===== config.mk =====
export PLATFORM = sky130hd
export DESIGN_NAME = lsu_rv32_flat
export DESIGN_NICKNAME = d
export VERILOG_FILES = /design/src/rtl/lsu_rv32_if.sv /design/src/rtl/lsu_rv32.sv /design/src/flat_wrapper.sv
export SDC_FILE = /design/constraint.sdc
export NUM_CORES = 1
export LEC_CHECK = 0
export BUFFER_PORTS_ARGS = -buffer_cell sky130_fd_sc_hd__buf_2
export CORE_UTILIZATION = 48
export DETAILED_ROUTE_END_ITERATION = 8
export GPL_ROUTABILITY_DRIVEN = 0
export HOLD_SLACK_MARGIN = 0.05
export PLACE_DENSITY_LB_ADDON = 0.1
export SLEW_MARGIN = 15
export SYNTH_ARGS = -nofsm -noshare
export SYNTH_HDL_FRONTEND = slang
export SYNTH_SLANG_ARGS = --single-unit

===== constraint.sdc =====
create_clock -name clk -period 2.6 [get_ports clk]
set_clock_uncertainty 0.1 [all_clocks]
set_input_delay 0.39 -clock clk [delete_from_list [all_inputs] [get_ports clk]]
set_output_delay 0.39 -clock clk [all_outputs]
set_load 0.02 [all_outputs]

===== src/rtl/lsu_rv32_if.sv =====
// Bundle of the EXU request/response and memory bus signals of the LSU.
// The slave view is the LSU. The master view is the EXU plus memory side.
interface lsu_rv32_if #(
    parameter int DATA_LEN = 32
);
    logic                req_valid;
    logic                req_ready;
    logic [DATA_LEN-1:0] req_addr;
    logic [DATA_LEN-1:0] req_wdata;
    logic                req_load;
    logic                req_store;
    logic [1:0]          req_size;
    logic                req_unsigned;
    logic                ls_valid;
    logic                ls_ready;
    logic [DATA_LEN-1:0] load_data;
    logic                resp_err;
    logic                mem_valid;
    logic                mem_ready;
    logic [DATA_LEN-1:0] mem_addr;
    logic                mem_wen;
    logic [3:0]          mem_wstrb;
    logic [DATA_LEN-1:0] mem_wdata;
    logic                mem_rvalid;
    logic [DATA_LEN-1:0] mem_rdata;
    logic                mem_rready;

    modport slave (
        input  req_valid, req_addr, req_wdata,
        input  req_load, req_store, req_size,
        input  req_unsigned, ls_ready,
        input  mem_ready, mem_rvalid, mem_rdata,
        output req_ready, ls_valid, load_data,
        output resp_err, mem_valid, mem_addr,
        output mem_wen, mem_wstrb, mem_wdata,
        output mem_rready
    );

    modport master (
        output req_valid, req_addr, req_wdata,
        output req_load, req_store, req_size,
        output req_unsigned, ls_ready,
        output mem_ready, mem_rvalid, mem_rdata,
        input  req_ready, ls_valid, load_data,
        input  resp_err, mem_valid, mem_addr,
        input  mem_wen, mem_wstrb, mem_wdata,
        input  mem_rready
    );
endinterface


===== src/rtl/lsu_rv32.sv =====
// RV32 load/store unit: one request in flight, word bus with byte strobes,
// extended load data returned through a held valid/ready response.
module lsu_rv32 #(
    parameter int DATA_LEN = 32
) (
    input logic       clk,
    input logic       rst_n,
    lsu_rv32_if.slave bus
);
    typedef enum logic [1:0] {
        IDLE,
        REQ,
        WAIT_R,
        RESP
    } state_e;

    state_e              state_q, state_d;
    logic [1:0]          addr_lo_q, addr_lo_d;
    logic [1:0]          size_q, size_d;
    logic                uns_q, uns_d;
    logic [DATA_LEN-1:0] mem_addr_q, mem_addr_d;
    logic                mem_wen_q, mem_wen_d;
    logic [3:0]          mem_wstrb_q, mem_wstrb_d;
    logic [DATA_LEN-1:0] mem_wdata_q, mem_wdata_d;
    logic [DATA_LEN-1:0] load_data_q, load_data_d;
    logic                resp_err_q, resp_err_d;

    logic                is_byte, is_half, is_word;
    logic                misaligned;
    logic [3:0]          strb;
    logic [DATA_LEN-1:0] rep_wdata;
    logic [7:0]          byte_l;
    logic [15:0]         half_l;
    logic                sgn;
    logic [DATA_LEN-1:0] ext_data;

    assign bus.req_ready  = (state_q == IDLE);
    assign bus.mem_valid  = (state_q == REQ);
    assign bus.mem_rready = (state_q == WAIT_R);
    assign bus.ls_valid   = (state_q == RESP);
    assign bus.mem_addr   = mem_addr_q;
    assign bus.mem_wen    = mem_wen_q;
    assign bus.mem_wstrb  = mem_wstrb_q;
    assign bus.mem_wdata  = mem_wdata_q;
    assign bus.load_data  = load_data_q;
    assign bus.resp_err   = resp_err_q;

    assign is_byte = (bus.req_size == 2'b00);
    assign is_half = (bus.req_size == 2'b01);
    assign is_word = bus.req_size[1];

    assign misaligned = (is_half && bus.req_addr[0])
                     || (is_word && (bus.req_addr[1:0] != 2'b00));

    always_comb begin
        strb      = 4'b0000;
        rep_wdata = '0;
        unique case (1'b1)
            is_byte: begin
                strb      = 4'b0001 << bus.req_addr[1:0];
                rep_wdata = {4{bus.req_wdata[7:0]}};
            end
            is_half: begin
                strb      = 4'b0011 << {bus.req_addr[1], 1'b0};
                rep_wdata = {2{bus.req_wdata[15:0]}};
            end
            default: begin
                strb      = 4'b1111;
                rep_wdata = bus.req_wdata;
            end
        endcase
    end

    // Lane select uses the byte offset captured at acceptance.
    always_comb begin
        byte_l = bus.mem_rdata[7:0];
        unique case (addr_lo_q)
            2'b00: byte_l = bus.mem_rdata[7:0];
            2'b01: byte_l = bus.mem_rdata[15:8];
            2'b10: byte_l = bus.mem_rdata[23:16];
            2'b11: byte_l = bus.mem_rdata[31:24];
            default: byte_l = bus.mem_rdata[7:0];
        endcase
    end

    assign half_l = addr_lo_q[1] ? bus.mem_rdata[31:16]
                                 : bus.mem_rdata[15:0];

    always_comb begin
        sgn      = 1'b0;
        ext_data = bus.mem_rdata;
        unique case (1'b1)
            (size_q == 2'b00): begin
                sgn      = ~uns_q & byte_l[7];
                ext_data = {{24{sgn}}, byte_l};
            end
            (size_q == 2'b01): begin
                sgn      = ~uns_q & half_l[15];
                ext_data = {{16{sgn}}, half_l};
            end
            default: ext_data = bus.mem_rdata;
        endcase
    end

    always_comb begin
        state_d     = state_q;
        addr_lo_d   = addr_lo_q;
        size_d      = size_q;
        uns_d       = uns_q;
        mem_addr_d  = mem_addr_q;
        mem_wen_d   = mem_wen_q;
        mem_wstrb_d = mem_wstrb_q;
        mem_wdata_d = mem_wdata_q;
        load_data_d = load_data_q;
        resp_err_d  = resp_err_q;
        unique case (state_q)
            IDLE: begin
                if (bus.req_valid) begin
                    addr_lo_d   = bus.req_addr[1:0];
                    size_d      = bus.req_size;
                    uns_d       = bus.req_unsigned;
                    mem_addr_d  = {bus.req_addr[DATA_LEN-1:2], 2'b00};
                    mem_wen_d   = bus.req_store;
                    mem_wstrb_d = bus.req_store ? strb : 4'b0000;
                    mem_wdata_d = bus.req_store ? rep_wdata : '0;
                    load_data_d = '0;
                    resp_err_d  = 1'b0;
                    if (!(bus.req_store || bus.req_load)) begin
                        state_d = RESP;
                    end else if (misaligned) begin
                        resp_err_d = 1'b1;
                        state_d    = RESP;
                    end else begin
                        state_d = REQ;
                    end
                end
            end
            REQ: begin
                if (bus.mem_ready) begin
                    state_d = mem_wen_q ? RESP : WAIT_R;
                end
            end
            WAIT_R: begin
                if (bus.mem_rvalid) begin
                    load_data_d = ext_data;
                    state_d     = RESP;
                end
            end
            RESP: begin
                if (bus.ls_ready) begin
                    state_d = IDLE;
                end
            end
            default: state_d = IDLE;
        endcase
    end

    always_ff @(posedge clk or negedge rst_n) begin
        if (!rst_n) begin
            state_q     <= IDLE;
            addr_lo_q   <= 2'b00;
            size_q      <= 2'b00;
            uns_q       <= 1'b0;
            mem_addr_q  <= '0;
            mem_wen_q   <= 1'b0;
            mem_wstrb_q <= 4'b0000;
            mem_wdata_q <= '0;
            load_data_q <= '0;
            resp_err_q  <= 1'b0;
        end else begin
            state_q     <= state_d;
            addr_lo_q   <= addr_lo_d;
            size_q      <= size_d;
            uns_q       <= uns_d;
            mem_addr_q  <= mem_addr_d;
            mem_wen_q   <= mem_wen_d;
            mem_wstrb_q <= mem_wstrb_d;
            mem_wdata_q <= mem_wdata_d;
            load_data_q <= load_data_d;
            resp_err_q  <= resp_err_d;
        end
    end
endmodule


===== src/flat_wrapper.sv =====
// flat-port wrapper written by rule: the top's interface ports become plain ports
module lsu_rv32_flat 
#(
    parameter int DATA_LEN = 32
)
  (clk, rst_n, bus_req_valid, bus_req_addr, bus_req_wdata, bus_req_load, bus_req_store, bus_req_size, bus_req_unsigned, bus_ls_ready, bus_mem_ready, bus_mem_rvalid, bus_mem_rdata, bus_req_ready, bus_ls_valid, bus_load_data, bus_resp_err, bus_mem_valid, bus_mem_addr, bus_mem_wen, bus_mem_wstrb, bus_mem_wdata, bus_mem_rready);
  lsu_rv32_if #(.DATA_LEN(DATA_LEN)) bus_i ();
  input logic clk;
  input logic rst_n;
  input wire logic [$bits(bus_i.req_valid)-1:0] bus_req_valid;
  input wire logic [$bits(bus_i.req_addr)-1:0] bus_req_addr;
  input wire logic [$bits(bus_i.req_wdata)-1:0] bus_req_wdata;
  input wire logic [$bits(bus_i.req_load)-1:0] bus_req_load;
  input wire logic [$bits(bus_i.req_store)-1:0] bus_req_store;
  input wire logic [$bits(bus_i.req_size)-1:0] bus_req_size;
  input wire logic [$bits(bus_i.req_unsigned)-1:0] bus_req_unsigned;
  input wire logic [$bits(bus_i.ls_ready)-1:0] bus_ls_ready;
  input wire logic [$bits(bus_i.mem_ready)-1:0] bus_mem_ready;
  input wire logic [$bits(bus_i.mem_rvalid)-1:0] bus_mem_rvalid;
  input wire logic [$bits(bus_i.mem_rdata)-1:0] bus_mem_rdata;
  output wire logic [$bits(bus_i.req_ready)-1:0] bus_req_ready;
  output wire logic [$bits(bus_i.ls_valid)-1:0] bus_ls_valid;
  output wire logic [$bits(bus_i.load_data)-1:0] bus_load_data;
  output wire logic [$bits(bus_i.resp_err)-1:0] bus_resp_err;
  output wire logic [$bits(bus_i.mem_valid)-1:0] bus_mem_valid;
  output wire logic [$bits(bus_i.mem_addr)-1:0] bus_mem_addr;
  output wire logic [$bits(bus_i.mem_wen)-1:0] bus_mem_wen;
  output wire logic [$bits(bus_i.mem_wstrb)-1:0] bus_mem_wstrb;
  output wire logic [$bits(bus_i.mem_wdata)-1:0] bus_mem_wdata;
  output wire logic [$bits(bus_i.mem_rready)-1:0] bus_mem_rready;
  assign bus_i.req_valid = bus_req_valid;
  assign bus_i.req_addr = bus_req_addr;
  assign bus_i.req_wdata = bus_req_wdata;
  assign bus_i.req_load = bus_req_load;
  assign bus_i.req_store = bus_req_store;
  assign bus_i.req_size = bus_req_size;
  assign bus_i.req_unsigned = bus_req_unsigned;
  assign bus_i.ls_ready = bus_ls_ready;
  assign bus_i.mem_ready = bus_mem_ready;
  assign bus_i.mem_rvalid = bus_mem_rvalid;
  assign bus_i.mem_rdata = bus_mem_rdata;
  assign bus_req_ready = bus_i.req_ready;
  assign bus_ls_valid = bus_i.ls_valid;
  assign bus_load_data = bus_i.load_data;
  assign bus_resp_err = bus_i.resp_err;
  assign bus_mem_valid = bus_i.mem_valid;
  assign bus_mem_addr = bus_i.mem_addr;
  assign bus_mem_wen = bus_i.mem_wen;
  assign bus_mem_wstrb = bus_i.mem_wstrb;
  assign bus_mem_wdata = bus_i.mem_wdata;
  assign bus_mem_rready = bus_i.mem_rready;
  lsu_rv32 #(.DATA_LEN(DATA_LEN)) u_core (.clk(clk), .rst_n(rst_n), .bus(bus_i));
endmodule

==> metrics.md, run 1 <==
| Metric | Value |
|---|---|
| Non-Filler Instances | `781` |
| Buffer count from post-CTS setup fixing | `0` |
| Largest net degree at the start of global routing | `82` |
| Skew-Pair Late Insertion Delay | `360 ps` |
| Fin crit period | `2354 ps` |
| DIE AREA | `0.01077 mm2` |
| Routed wire length | `12.85 mm` |
| Synth Area per Inst | `about 11 um2` |
| Die W | `approximately 100 um` |
| Area Growth Syn to Fin | `28.14%` |
| Final Hold Fails | `0` |
| CP arrival | `about 2600 ps` |
| Fin nets | `754` |
| DR iter-0 viols | `180` |
| Final Cycle Share | `0.9053` |
| Slowest CP cell | `nor2_1` |
| TritonCTS Buffers | `9` |
| Most numerous cell in the Yosys netlist | `dfrtp_1` |
| Clk sinks | `107` |
| Via density per instance | `5.355` |
| Sequential share of the synthesized area | `0.5386` |
| P_leak | `between 3 and 4 nW` |
| Synthesized instance count | `443` |
| Vias after detailed routing | `4,182` |
| CTS tree | `done` |
| Chip height | `103.8 um` |
| Switching share of power | `0.4334` |
| Worst setup path endpoint | `u_core.bus.load_data[18]` |
| Worst-path cell chain | `inv_1 -> ha_1 -> nand2b_1 -> nand3_2 -> nor2_1 -> a221o_2` |
| Max incr delay on CP | `800 ps` |
| Ys async rst share | `1.000` |
| #FFs+latches synth | `107` |
| Cell variety after synth | `40` |
| Pin slew with the least headroom to its limit | `1048 ps` |
| Initial Util | `0.5016` |
| Core area | `0.009910 mm2` |
| R2R setup slack | `250 ps` |
| Crit Path Class | `register to register` |
| Crit. Startpoint | `u_core.state_q[1]` |
| Slew Limit Fails | `0` |
| Post-synth EDFFs | `0` |
| Drt pass-1 iters | `4` |
| Setup crit end kind | `register` |
| Synth top area share | `0.5386` |
| Vias in the first global route | `~4,100` |
| Setup violators final | `0` |
| Global-route wire length before repair | `21.05 mm` |
| RSZ-0062 raised after global routing | `no` |
| Wire per inst | `16.45 um` |
| R2R depth | `6` |
| Pwr dens | `1234 mW/mm2` |
| TNS Setup | `0 ps` |
| Gr usage total | `0.2445` |
| Root buffer cell | `clkbuf_8` |
| Hold buffer count at CTS | `1` |
| ANT cells | `0` |
| Sequential share of power | `0.375` |
| Ranking of synthesized cells by area | `dfrtp_1, mux2_2, o21ai_0` |
| Int Pwr | `about 0.0045 W` |
| CP Launch Type | `register` |
| DP Worst Slack | `291.6 ps` |
| Layout cells sized above 1 | `0.4645` |
| Residual DRC | `0` |
| Cell Count Post-Placement | `approximately 760` |
| Peak supply drop | `700.4 uV` |
| Worst path required time | `2800 ps` |
| RR Startpoint | `u_core.state_q[1]` |
| Post-DP HPWL | `9.144 mm` |
| Leading area contributor after synthesis | `dfrtp_1` |
| Clock share of power | `0.129` |
| Post-synth top cells | `dfrtp_1, mux2_2, o21ai_0` |
| Bufs on Longest Clock Path | `2` |
| Max Cap Viol | `0` |
| Ports | `213` |
| Comb pwr share | `0.496` |
| Main synth FF type | `dfrtp_1` |
| Initial antenna violation count | `0` |
| Synth warnings | `0` |
| Cell Area, Synth | `between 0.004 and 0.005 mm2` |
| HP Class | `input pin to register` |
| Sw power | `~0.0034 W` |
| Fin worst setup slack | `246.1 ps` |
| Crit Path Max Fanout | `16` |
| Row cnt | `36` |
| Status | `finished clean` |
| Port-buffer cells | `210` |
| Grt total ovfl | `0` |
| Htree depth | `3` |
| PostCTS Resize Cnt | `0` |
| Slew margin rel. | `0.2986` |
| Post-DRT Antenna Nets | `0` |
| Reg-to-reg endpoint | `u_core.bus.load_data[18]` |
| Clock transition at the registers of the reported paths | `100 ps` |
| Fmax achieved | `between 400 and 500 MHz` |
==> layout by cell type, fill, tap and decap left out, drive strengths merged, types with 2 or more instances in the layout <==
cell type,n
a22oi,3
o31ai,7
nor2,15
o211ai,3
clkbuf,11
mux2,52
a311oi,6
mux2i,9
inv,13
nand2b,4
nor3,7
ha,4
a22o,17
a211oi,2
nor2b,20
dfrtp,107
clkinv,4
nand2,43
conb,2
o21ai,46
buf,220
nand3,3
a221o,16
o21a,6
a21oi,17
==> metal layers <==
layer	up-vias	GRT usage	part of all wire
li1	1978	-	-
met4	0	0.08980	0.020
met3	18	0.05664	0.069
met2	149	0.3893	0.47
met5	-	0	0
met1	2037	0.3276	0.44
==> cell type report <==
type,count,area (um2)
inverters,14,52.55
multi-input cells,290,2103
well taps,133,166.4
flip-flops and latches,107,2678
repair buffers,221,1176
fillers,868,3540
clock buffers,11,141.4
clock inverters,5,52.55
==> logic make-up (layout without fill, tap and decap cells) <==
kind of cell	after synthesis	after routing	share of synthesized area
fa+ha+maj	4	4	0.01007
simple gates	95	95	0.08910
flops	107	107	0.5386
mux	61	61	0.1359
buf+inv	47	251	0.03951
other cells	1	2	0.0007544
compound gates	128	128	0.1860
==> through the flow <==
stage	area, um2	total power [W]	hold slack (ps)	util
global placement	6166	0.006778	225.8	0.6222
CTS	6370	0.007908	129.1	0.6428
finish	6370	0.007861	145.6	0.6428
floorplan	4975	0.005510	-5.591	-
detailed placement	6166	0.006877	231.1	0.6222
global route	6370	0.008359	131.4	0.6428
==> flip-flops by register name, summed over array words and instances (netlist names) <==
| signal | cells |
|---|---|
| u_core.addr_lo_q | 2 |
| u_core.size_q | 2 |
| u_core.bus.resp_err | 1 |
| u_core.bus.mem_wdata | 32 |
| u_core.bus.mem_addr | 30 |
| u_core.bus.mem_wen | 1 |
| u_core.bus.load_data | 32 |
| u_core.uns_q | 1 |
| u_core.state_q | 2 |
| u_core.bus.mem_wstrb | 4 |
==> power groups by stage <==
stage                     registers, W  clock network [W]  logic [W]
final                          0.00295            0.00102    0.00390
after global routing           0.00305            0.00111    0.00421
after CTS                      0.00294            0.00104    0.00393
after detailed placement       0.00296                  0    0.00392
after global placement         0.00293                  0    0.00384
after floorplan                0.00377                  0    0.00174
==> worst min path at each step <==
stage / depth (start not counted) / end / slack, ps / start
after global placement: 1 / u_core.bus.mem_wen / 230 / rst_n
after CTS: 2 / u_core.bus.mem_addr[14] / 130 / bus_req_addr[14]
final: 2 / u_core.bus.mem_addr[19] / 150 / bus_req_addr[19]
after global routing: 2 / u_core.bus.mem_addr[23] / 130 / bus_req_addr[23]
after floorplan: 0 / u_core.addr_lo_q[0] / -6 / rst_n
after detailed placement: 1 / u_core.bus.resp_err / 230 / rst_n
==> critical path, delay by kind of cell, from the launching register on <==
kind,cells,cell delay (ps)
flops,1,410
buf+inv,1,100
fa+ha+maj,1,300
compound gates,1,300
simple gates,3,1080
Note: power is estimated with default switching activity, not from simulation.
==> run 2: changes to the inputs <==
==> constraint.sdc (replaced) <==
create_clock -name clk -period 2.6 [get_ports clk]
set_clock_uncertainty 0.1 [all_clocks]
set_input_delay 0.52 -clock clk [delete_from_list [all_inputs] [get_ports clk]]
set_output_delay 0.52 -clock clk [all_outputs]
set_load 0.02 [all_outputs]
==> metrics.md, run 2 (synthesis gave the netlist of run 1 again) <==
| Metric | Value |
|---|---|
| TNS Setup | `0 ps (unchanged)` |
| Final Cycle Share | `0.8907 (was 0.9053)` |
| Area Growth Syn to Fin | `28.32% (was 28.14%)` |
| GRT met1 Usage | `0.3172 (was 0.3276)` |
| RSZ-0062 raised after global routing | `no (unchanged)` |
| P_leak | `3.298 nW (was 3.293 nW)` |
| Crit. Startpoint | `u_core.state_q[0] (was u_core.state_q[1])` |
| Htree depth | `3 (unchanged)` |
| Core area | `0.009910 mm2 (unchanged)` |
| Switching share of power | `0.4315 (was 0.4334)` |
| Cell Count Post-Placement | `767 (was 764)` |
| CP Launch Type | `register (unchanged)` |
| DP Area | `0.006176 mm2 (was 0.006166 mm2)` |
| Most Crowded Layer GR | `met2 (unchanged)` |
| HP Class | `input pin to register (unchanged)` |
| CTS tree | `done (unchanged)` |
| ANT cells | `0 (unchanged)` |
| RR Startpoint | `u_core.state_q[0] (was u_core.state_q[1])` |
| Int Pwr | `0.004465 W (was 0.004454 W)` |
| Setup crit end kind | `register (unchanged)` |
| Row cnt | `36 (unchanged)` |
| Crit Path Max Fanout | `16 (unchanged)` |
| Clk sinks | `107 (unchanged)` |
| Comb pwr share | `0.496 (about the same)` |
| Fin crit period | `2316 ps (was 2354 ps)` |
| Fin nets | `757 (was 754)` |
| Hold Path Origin | `bus_req_addr[24] (was bus_req_addr[19])` |
| PostCTS Resize Cnt | `0 (unchanged)` |
| Clock share of power | `0.128 (was 0.129)` |
| Slowest CP cell | `nor2_1 (unchanged)` |
| Root buffer cell | `clkbuf_8 (unchanged)` |
| Crit Path Class | `register to register (unchanged)` |
| Slew Limit Fails | `0 (unchanged)` |
| Most frequent cells in the layout | `buf_2, dfrtp_1, mux2_2 (unchanged)` |
| Pin slew with the least headroom to its limit | `1078 ps (was 1048 ps)` |
| Pwr dens | `1231 mW/mm2 (was 1234 mW/mm2)` |
| Slew margin rel. | `0.2787 (was 0.2986)` |
| Grt total ovfl | `0 (unchanged)` |
| Post-DRT Antenna Nets | `0 (unchanged)` |
| Status | `finished clean (unchanged)` |
| Fmax achieved | `431.8 MHz (was 424.8 MHz)` |
| DR iter-0 viols | `235 (was 180)` |
| Global-route wire length before repair | `20.97 mm (was 21.05 mm)` |
| Sequential share of power | `0.376 (was 0.375)` |
| Residual DRC | `0 (unchanged)` |
| Largest net degree at the start of global routing | `76 (was 82)` |
| Routed wire length | `12.73 mm (was 12.85 mm)` |
| Worst-path cell chain | `inv_1 -> ha_1 -> nand2b_1 -> nand3_2 -> nor2_1 -> a221o_2 (unchanged)` |
| Non-Filler Instances | `783 (was 781)` |
| Setup violators final | `0 (unchanged)` |
| Max incr delay on CP | `850 ps (was 800 ps)` |
| Wire per inst | `16.26 um (was 16.45 um)` |
| Fin worst setup slack | `284.3 ps (was 246.1 ps)` |
| Bufs on Longest Clock Path | `2 (unchanged)` |
| Met3 Track Usage GR | `0.06860 (was 0.05664)` |
| Post-DP HPWL | `9.341 mm (was 9.144 mm)` |
| Final Hold Fails | `0 (unchanged)` |
| Clock transition at the registers of the reported paths | `100 ps (about the same)` |
| Skew-Pair Late Insertion Delay | `370 ps (was 360 ps)` |
| Via density per instance | `5.383 (was 5.355)` |
| CP arrival | `2530 ps (was 2560 ps)` |
| Worst path required time | `2810 ps (was 2800 ps)` |
| Die W | `103.8 um (unchanged)` |
| Peak supply drop | `673.4 uV (was 700.4 uV)` |
| Vias in the first global route | `4,148 (was 4,132)` |
| Initial antenna violation count | `0 (unchanged)` |
| Hold Slack | `272.3 ps (was 145.6 ps)` |
| Max Cap Viol | `0 (unchanged)` |
| Chip height | `103.8 um (unchanged)` |
| Vias after detailed routing | `4,215 (was 4,182)` |
| Most common cell after layout, fill and taps aside | `buf_2 (unchanged)` |
| Fillers | `841 (was 868)` |
| Met2 Resource Use GR | `0.4027 (was 0.3893)` |
| DIE AREA | `0.01077 mm2 (unchanged)` |
| Ports | `213 (unchanged)` |
| Drt pass-1 iters | `5 (was 4)` |
| Layout cells sized above 1 | `0.4662 (was 0.4645)` |
| Sw power | `0.003389 W (was 0.003407 W)` |
| Port-buffer cells | `210 (unchanged)` |
| Gr usage total | `0.2434 (was 0.2445)` |
| DP Worst Slack | `236.7 ps (was 291.6 ps)` |
| TritonCTS Buffers | `9 (unchanged)` |
| Finished Cell Area | `0.006379 mm2 (was 0.006370 mm2)` |
| Initial Util | `0.5016 (unchanged)` |
## run 2: cell count changes in the layout (fill, tap and decap cells not counted), sizes merged
cell	delta
clkinv	-1
buf	+3
## run 2: metal layers
| layer | vias up | part of all wire |
|---|---|---|
| met3 | 10 | 0.073 |
| met1 | 2063 | 0.43 |
| met5 | - | 0 |
| met4 | 0 | 0.010 |
| met2 | 156 | 0.48 |
| li1 | 1986 | - |
## run 2: power by group through the flow
stage / registers [W] / logic (W) / clock network (W)
floorplan: 0.00377 / 0.00174 / 0
global placement: 0.00294 / 0.00386 / 0
detailed placement: 0.00296 / 0.00393 / 0
CTS: 0.00295 / 0.00394 / 0.00104
global route: 0.00305 / 0.00423 / 0.00109
finish: 0.00295 / 0.00390 / 0.00100
## run 2: worst paths after layout
kind / end / cells after the start / slack, ps
hold / removal: u_core.bus.mem_addr[24] / 2 / 270
min in group asynchronous: u_core.bus.load_data[6] / 2 / 540
max in group asynchronous: u_core.bus.mem_addr[7] / 3 / 1220
hold reg to reg: u_core.bus.mem_wstrb[1] / 2 / 380
setup / recovery: u_core.bus.load_data[24] / 6 / 280
setup reg to reg: u_core.bus.load_data[24] / 6 / 280
## run 2: area by class of cell
type | count | area, um2 | share of cell area
flip-flops and latches | 107 | 2678 | 0.4198
multi-input cells | 290 | 2103 | 0.3297
well taps | 133 | 166.4 | 0.02609
repair buffers | 224 | 1186 | 0.1860
clock inverters | 4 | 51.30 | 0.008042
inverters | 14 | 52.55 | 0.008239
clock buffers | 11 | 141.4 | 0.02217
## run 2: critical path: cells and delay by family, from the launching register on
family | cells | cell delay [ps]
flip-flops | 1 | 390
AND/OR/NAND/NOR | 3 | 1150
adder cells (fa/ha/maj) | 1 | 220
buffers and inverters | 1 | 100
AO/OA/AOI/OAI | 1 | 300
## run 2: what timing repair did
item                                    4_1_cts  5_1_grt
endpoints found under the hold margin        31        0
hold buffers                                  1        0
endpoints found under the setup margin        0        0
buffers inserted                              0        0
## run 2: stage by stage
| stage | power [W] | util |
|---|---|---|
| global placement | 0.006803 | 0.6232 |
| floorplan | 0.005510 | - |
| detailed placement | 0.006894 | 0.6232 |
| CTS | 0.007921 | 0.6437 |
| global route | 0.008370 | 0.6437 |
| finish | 0.007854 | 0.6437 |
